<file path="src/rtl/approx_wallace_mac_pipe.sv">
// Two-stage unsigned multiply-accumulate with a selectable approximate product.
// Low product columns collapse to the OR of their partial-product bits and emit no carry.
module approx_wallace_mac_pipe #(
   parameter int WIDTH       = 8,
   parameter int APPROX_COLS = 8,
   parameter int ACC_WIDTH   = 2*WIDTH+8
) (
   input  logic                   clk,
   input  logic                   rst,
   input  logic                   in_valid,
   input  logic [WIDTH-1:0]       A_in,
   input  logic [WIDTH-1:0]       B_in,
   input  logic                   approx_en,
   input  logic                   acc_en,
   input  logic                   acc_clr,
   output logic                   out_valid,
   output logic [2*WIDTH-1:0]     P_out,
   output logic [ACC_WIDTH-1:0]   ACC_out,
   output logic                   acc_ovf
);
   localparam int PW = 2*WIDTH;
   localparam logic [PW:0]   LO_FULL = ({{PW{1'b0}}, 1'b1} << APPROX_COLS) - 1'b1;
   localparam logic [PW-1:0] LO_MASK = LO_FULL[PW-1:0];

   logic             v1_reg;
   logic [WIDTH-1:0] a_reg, b_reg;
   logic             approx_reg, en_reg, clr_reg;

   logic                 v2_reg;
   logic [PW-1:0]        p_reg;
   logic [ACC_WIDTH-1:0] acc_reg;
   logic                 ovf_reg;

   logic [PW-1:0]        row [WIDTH];
   logic [PW-1:0]        hi_sum, lo_or, exact_p, approx_p, p_next;
   logic [ACC_WIDTH:0]   acc_sum;
   logic [ACC_WIDTH-1:0] acc_base, acc_add;
   logic                 ovf_next;

   // One shifted partial-product row per multiplier bit.
   generate
      for (genvar gi = 0; gi < WIDTH; gi++) begin : g_row
         assign row[gi] = a_reg[gi] ? (PW'(b_reg) << gi) : '0;
      end
   endgenerate

   // High columns sum exactly; every term there is a multiple of 2^APPROX_COLS,
   // so the OR-compressed low columns can be merged without any carry.
   always_comb begin
      hi_sum = '0;
      lo_or  = '0;
      for (int i = 0; i < WIDTH; i++) begin
         hi_sum = hi_sum + (row[i] & ~LO_MASK);
         lo_or  = lo_or | row[i];
      end
      approx_p = hi_sum | (lo_or & LO_MASK);
      exact_p  = PW'(a_reg) * PW'(b_reg);
      p_next   = approx_reg ? approx_p : exact_p;
   end

   always_comb begin
      acc_base = clr_reg ? '0 : acc_reg;
      acc_add  = en_reg ? ACC_WIDTH'(p_next) : '0;
      acc_sum  = {1'b0, acc_base} + {1'b0, acc_add};
      ovf_next = (clr_reg ? 1'b0 : ovf_reg) | acc_sum[ACC_WIDTH];
   end

   always_ff @(posedge clk) begin
      if (rst) begin
         v1_reg     <= 1'b0;
         a_reg      <= '0;
         b_reg      <= '0;
         approx_reg <= 1'b0;
         en_reg     <= 1'b0;
         clr_reg    <= 1'b0;
         v2_reg     <= 1'b0;
         p_reg      <= '0;
         acc_reg    <= '0;
         ovf_reg    <= 1'b0;
      end else begin
         v1_reg <= in_valid;
         if (in_valid) begin
            a_reg      <= A_in;
            b_reg      <= B_in;
            approx_reg <= approx_en;
            en_reg     <= acc_en;
            clr_reg    <= acc_clr;
         end
         v2_reg <= v1_reg;
         if (v1_reg) begin
            p_reg   <= p_next;
            acc_reg <= acc_sum[ACC_WIDTH-1:0];
            ovf_reg <= ovf_next;
         end
      end
   end

   assign out_valid = v2_reg;
   assign P_out     = p_reg;
   assign ACC_out   = acc_reg;
   assign acc_ovf   = ovf_reg;
endmodule

</file>
<file path="config.mk">
export PLATFORM = sky130hd
export DESIGN_NAME = approx_wallace_mac_pipe
export DESIGN_NICKNAME = d
export VERILOG_FILES = /design/src/rtl/approx_wallace_mac_pipe.sv
export SDC_FILE = /design/constraint.sdc
export NUM_CORES = 1
export LEC_CHECK = 0
export ABC_AREA = 1
export BUFFER_PORTS_ARGS = -buffer_cell sky130_fd_sc_hd__buf_2
export CAP_MARGIN = 15
export CELL_PAD_IN_SITES_DETAIL_PLACEMENT = 1
export CELL_PAD_IN_SITES_GLOBAL_PLACEMENT = 1
export CORE_UTILIZATION = 40
export CTS_CLUSTER_DIAMETER = 30
export DETAILED_ROUTE_END_ITERATION = 16
export GPL_TIMING_DRIVEN = 0
export PLACE_DENSITY = 0.84
export SLEW_MARGIN = 30
export SYNTH_ARGS = -nofsm -noshare
export SYNTH_HDL_FRONTEND = slang
export SYNTH_SLANG_ARGS = --single-unit
</file>
<file path="constraint.sdc">
create_clock -name clk -period 6.3 [get_ports clk]
set_clock_uncertainty 0.1 [all_clocks]
set_input_delay 0.315 -clock clk [delete_from_list [all_inputs] [get_ports clk]]
set_output_delay 0.315 -clock clk [all_outputs]
set_load 0.02 [all_outputs]
</file>
## Word level (Yosys, flattened, before mapping)

Cells that the tools add are included.

- Register bits after elaboration: 62
- Bits of input ports: 22
- Output and inout bits: 42
- Logic and storage cells: 40

- Add/sub/neg operators: 8
- Multiply operators: 1
- Mux-type cells: 12
- Bitwise gates (word level): 9

Operators by type and width:

| cell | number |
|---|---|
| OR 8 bit | 7 |
| two-way mux 16 bit | 2 |
| adder 24 x 16 -> 25 bit | 1 |
| two-way mux 24 bit | 1 |
| adder 15 x 15 -> 16 bit | 1 |
| multiplier 8 x 8 -> 16 bit | 1 |
| OR 16 x 8 -> 16 bit | 1 |
| adder 14 x 14 -> 15 bit | 1 |
| two-way mux 15 bit | 1 |
| adder 13 x 13 -> 14 bit | 1 |
| two-way mux 14 bit | 1 |
| adder 12 x 12 -> 13 bit | 1 |
| two-way mux 13 bit | 1 |
| adder 11 x 11 -> 12 bit | 1 |
| two-way mux 12 bit | 1 |
| adder 10 x 10 -> 11 bit | 1 |
| two-way mux 11 bit | 1 |
| adder 1 x 9 -> 10 bit, first input constant | 1 |
| two-way mux 10 bit | 1 |
| two-way mux 9 bit | 1 |
| two-way mux 8 bit | 1 |
| two-way mux 1 bit | 1 |
| OR 1 bit | 1 |

## Depth between registers and ports, before layout

- Depth in word-level cells: 13
- Gate-level depth with buffers: 33
- Gate-level depth less buffers: 32

## Worst setup path after synthesis

No wires, ideal clock.

- Path type: flip-flop to flip-flop
- Start: register a_reg[2]
- End: register acc_reg[23], in the netlist ACC_out[23]
- Library setup time: 115 ps
- Arrival time: 4954 ps
- Data required time: 6085 ps
- Slack: 1131 ps
- Cell stages (with the launch flop): 28
- Buffers on the path: 1
- Period minus slack after synthesis: 5169 ps
- Cells stage by stage: dfxtp_1 > clkbuf_1 > nand2_1 > fa_1 > inv_1 > fa_1 > fa_1 > inv_1 > fa_1 > inv_1 > ha_1 > nand2_1 > nor2_1 > nand2_1 > nand4_1 > nand2_1 > o21ai_0 > nor2_1 > ha_1 > nand2_1 > inv_1 > nand2_1 > and2_1 > nand2_1 > nand2_1 > nand3_2 > a21oi_1 > nor2_1

- Longest elaborated chain between the ends: 11
- Elaborated cells between the ends (all ways): 18
- Classes of those cells: add/sub: 7; mul: 1; mux: 3; bitwise: 7

RTL lines:

| element | RTL line | RTL |
|---|---|---|
| from (decl) | 26 | `logic [WIDTH-1:0] a_reg, b_reg;` |
| from (signal assigned) | 83 | `a_reg <= A_in;` |
| two-way mux 10 bit | 43 | `assign row[gi] = a_reg[gi] ? (PW'(b_reg) << gi) : '0;` |
| adder 10 x 10 -> 11 bit / OR 8 bit (equally long branches) | 53, 54 |  |
| adder 11 x 11 -> 12 bit / OR 8 bit (equally long branches) | 53, 54 |  |
| adder 12 x 12 -> 13 bit / OR 8 bit (equally long branches) | 53, 54 |  |
| adder 13 x 13 -> 14 bit / OR 8 bit (equally long branches) | 53, 54 |  |
| adder 14 x 14 -> 15 bit / OR 8 bit (equally long branches) | 53, 54 |  |
| adder 15 x 15 -> 16 bit / OR 8 bit (equally long branches) | 53, 54 |  |
| OR 16 x 8 -> 16 bit | 56 | `approx_p = hi_sum \| (lo_or & LO_MASK);` |
| two-way mux 16 bit * | 58 | `p_next = approx_reg ? approx_p : exact_p;` |
| two-way mux 16 bit * | 63 | `acc_add = en_reg ? ACC_WIDTH'(p_next) : '0;` |
| adder 24 x 16 -> 25 bit * | 64 | `acc_sum = {1'b0, acc_base} + {1'b0, acc_add};` |
| to (signal assigned) | 92 | `acc_reg <= acc_sum[ACC_WIDTH-1:0];` |
| to (decl) | 31 | `logic [ACC_WIDTH-1:0] acc_reg;` |

Mark *: on every way between the ends. The rest lies on a longest branch, timed or not.
A chain may end at the register's enable or synchronous reset.

## Worst setup path in the final report

- Start: register a_reg[2]
- End: register acc_reg[18], in the netlist ACC_out[18]

Same word-level chain as after synthesis.

==> run_results.csv <==
group,metric,value,unit
power,internal-power,0.0008678,W
clocking,cts_root_buf,"clkbuf_16",
logic_synthesis,synth.distinct_cells,39,
critical_path,crit_required,6.43,ns
power,seq_power_share,0.340,
power,p_leak,4.568,nW
critical_path,endpoint_kind,"flop",
timing,grt_setup_unrepaired,"false",
power,power_switching,0.0004639,W
floorplanning,coreArea,16640,µm²
critical_path,r2r-end,"ACC_out[18]",
logic_synthesis,synth_top_cell_by_area,"dfxtp_1",
power,fin_total_pwr,0.001332,W
detailed_routing,drt_wl_total,22.05,mm
place,place_congestion,0.8896,
timing,setup_viol,0,
logic_synthesis,ys_top_cells_by_area,"dfxtp_1 18%, fa_1 14%, ha_1 14%",
grt,grtUsageTotal,0.2636,
grt,grt_max_degree,11,
power,p_clk_frac,0.387,
power,p_per_area,173.2,nW/µm²
floorplanning,core.rowCount,47,
logic_synthesis,synthDominantCellAreaShare,0.1817,
power,power_frac_comb,0.273,
logic_synthesis,synthFlopType,"dfxtp_1",
timing,fmax,0.1710,GHz
place,place_hpwl,17.96,mm
clocking,cts_buffer_depth,2,
power,ir_drop,0.1339,mV
critical_path,slowest_stage,"fa_1",
timing,max_slew_margin,0.5235,
clocking,cts_tree,"yes",
clocking,clock_latency,0.34,ns
cells_and_area,largest_register_ff_count,24,
critical_path,crit_type,"flop to flop",
critical_path,ff2ff_setup_slack,0.45,ns
detailed_routing,drcViolationCount,0,
hold_path,hold_end,"b_reg[1]",
place,io_buffers,63,
detailed_routing,dr.pass1.iters,5,
logic_synthesis,syn_area,6832,µm²
timing,slew_viol_final,0,
clocking,clkTransAtPathRegs,0.06,ns
timing,fin_tns_setup,0,ns
hold_path,hold_start,"B_in[1]",
cells_and_area,area_growth,12.55,%
logic_synthesis,synth_seq_cells,62,
detailed_routing,drt_iter0_drc,331,
power,switching_share,0.3484,
detailed_routing,vias,6895,
grt,grt_pass1_vias,7380,
critical_path,critical-path-max-stage-delay,0.59,ns
floorplanning,die_x,132.7,µm
logic_synthesis,yosysWarningCount,0,
critical_path,cp_max_fo,9,
detailed_routing,drt-vias-per-instance,5.208,
flow_run,drv_cap,0,
timing,hold_violations,0,
timing,max_slew.worst_pin.slew,0.7148,ns
clocking,cts.sinks,62,
logic_synthesis,async_flop_share,0,
cells_and_area,nets,1244,
status,status,"finished, final reports clean",
cells_and_area,final_layout_size_suffix_gt1_frac,0.1069,
grt,grt_pass1_wl,36.35,mm
floorplanning,dieHeight,132.7,µm
timing,layout_min_cycle_time,5.848,ns
logic_synthesis,syn_inst,1039,
detailed_routing,wl_per_cell,16.65,µm
clocking,cts_inserted_buffers,9,
timing,period_share,0.9283,
floorplanning,boundaryPins,64,
logic_synthesis,yosysMostFrequentCell,"inv_1",
cells_and_area,fillCellCount,2259,
hold_path,holdPathStages,3,
critical_path,cp_common_cell,"nand2_1",
logic_synthesis,postSynthAreaPerCell,6.575,µm²
clocking,htreeDepth,3,
critical_path,reg2reg_depth,26,
detailed_routing,ant_nets,0,
hold_path,hp-class,"input port to flop",
critical_path,reg2reg_from,"a_reg[2]",
floorplanning,dieArea,17610,µm²
logic_synthesis,yosysSeqAreaShare,0.1817,
grt,grt-ovfl-total,0,
cells_and_area,diodes,0,
logic_synthesis,syn-num-nets,1184,
floorplanning,start_util,0.4105,
grt,antenna_found_initial,0,
critical_path,crit_path_start_kind,"flop",
logic_synthesis,ys_top_cells_by_count,"225 x inv_1, 219 x nand2_1, 122 x nor2_1, 75 x ha_1",
cells_and_area,final_core_util,0.4620,
critical_path,cp.arrival,5.98,ns
logic_synthesis,synth_edf_count,0,
==> metrics by stage <==
step / hold slack (ns) / std cells / setup slack (ns) / instance area [µm²]
floorplan: 0.3499 / 1039 / 1.131 / 6832
global placement: 0.3654 / 1322 / 0.2920 / 7422
detailed placement: 0.3674 / 1322 / 0.1577 / 7422
CTS: 0.09757 / 1338 / 0.09770 / 7724
global route: 0.1094 / 1324 / 0.03032 / 7689
finish: 0.1003 / 1324 / 0.4516 / 7689
==> cells by family after synthesis <==
group	Yosys count	synth area share
and+or+nand+nor	439	0.2692
DFF	62	0.1817
AOI/OAI and AO/OA	135	0.1042
xor gates and xnor gates	14	0.01795
adders and majority gates	123	0.2780
buffers and inverters	266	0.1489
==> power by group through the flow <==
stage | Clock, W | Combinational [W] | Sequential (W)
finish | 0.000515 | 0.000363 | 0.000453
global route | 0.000538 | 0.000410 | 0.000455
CTS | 0.000522 | 0.000392 | 0.000428
detailed placement | 0 | 0.000387 | 0.000436
global placement | 0 | 0.000372 | 0.000435
floorplan | 0 | 0.000247 | 0.000450
==> metal layers <==
layer	vias to the layer above	track usage	share of wire
li1	3322	-	-
met1	3375	0.3381	0.46
met2	168	0.4652	0.48
met3	30	0.03793	0.045
met4	0	0.06003	0.014
met5	-	0	0
==> cell type report <==
type | count | area (µm²) | share of cell area
Inverter | 228 | 860.8 | 0.1120
Sequential cell | 62 | 1259 | 0.1637
Tap cell | 220 | 275.3 | 0.03580
Clock buffer | 12 | 256.5 | 0.03336
Buffer | 24 | 103.9 | 0.01351
Clock inverter | 4 | 45.04 | 0.005858
Timing Repair Buffer | 63 | 315.3 | 0.04101
Multi-Input combinational cell | 711 | 4573 | 0.5948
==> how the worst max path moves through the flow <==
stage,startpoint,endpoint,slack (ns)
after CTS,a_reg[2],ACC_out[18],0.1
after floorplan,a_reg[2],ACC_out[23],1.13
after global placement,a_reg[2],ACC_out[13],0.29
after detailed placement,a_reg[2],ACC_out[18],0.16
after global routing,a_reg[2],ACC_out[18],0.03
final,a_reg[2],ACC_out[18],0.45
==> placed cells by master, fill, tap and decap left out, types with 2 or more instances in the layout <==
cell type,instances
nor3_2,2
a21boi_1,2
dfxtp_2,14
o22ai_1,3
inv_1,225
nor3_1,5
xnor2_1,3
nor2_2,2
a21oi_1,62
clkbuf_1,18
clkinv_2,3
fa_1,48
nand4_1,18
buf_2,68
nand3_2,2
nand2_1,219
clkbuf_8,2
o21ai_0,57
clkbuf_16,9
ha_1,75
nor2_1,122
o21bai_1,2
dfxtp_1,48
nand3_1,54
xor2_1,11
a21oi_2,2
nand2_2,8
o21ai_1,2
nor4_1,2
and2_1,2
==> repair_timing <==
item                                    in CTS  in global routing
resized for setup                            0                 14
setup buffers                                0                  0
endpoints found under the setup margin       0                 16
hold buffers                                 0                  0
==> worst max-delay path, delay by kind of cell (launching register included) <==
kind                     cells  cell delay, ns
AO/OA/AOI/OAI                1            0.25
adder cells (fa/ha/maj)      6            2.93
buffers and inverters        4            0.30
flip-flops                   1            0.51
AND/OR/NAND/NOR             15            1.64
(Power assumes the default switching activity.)
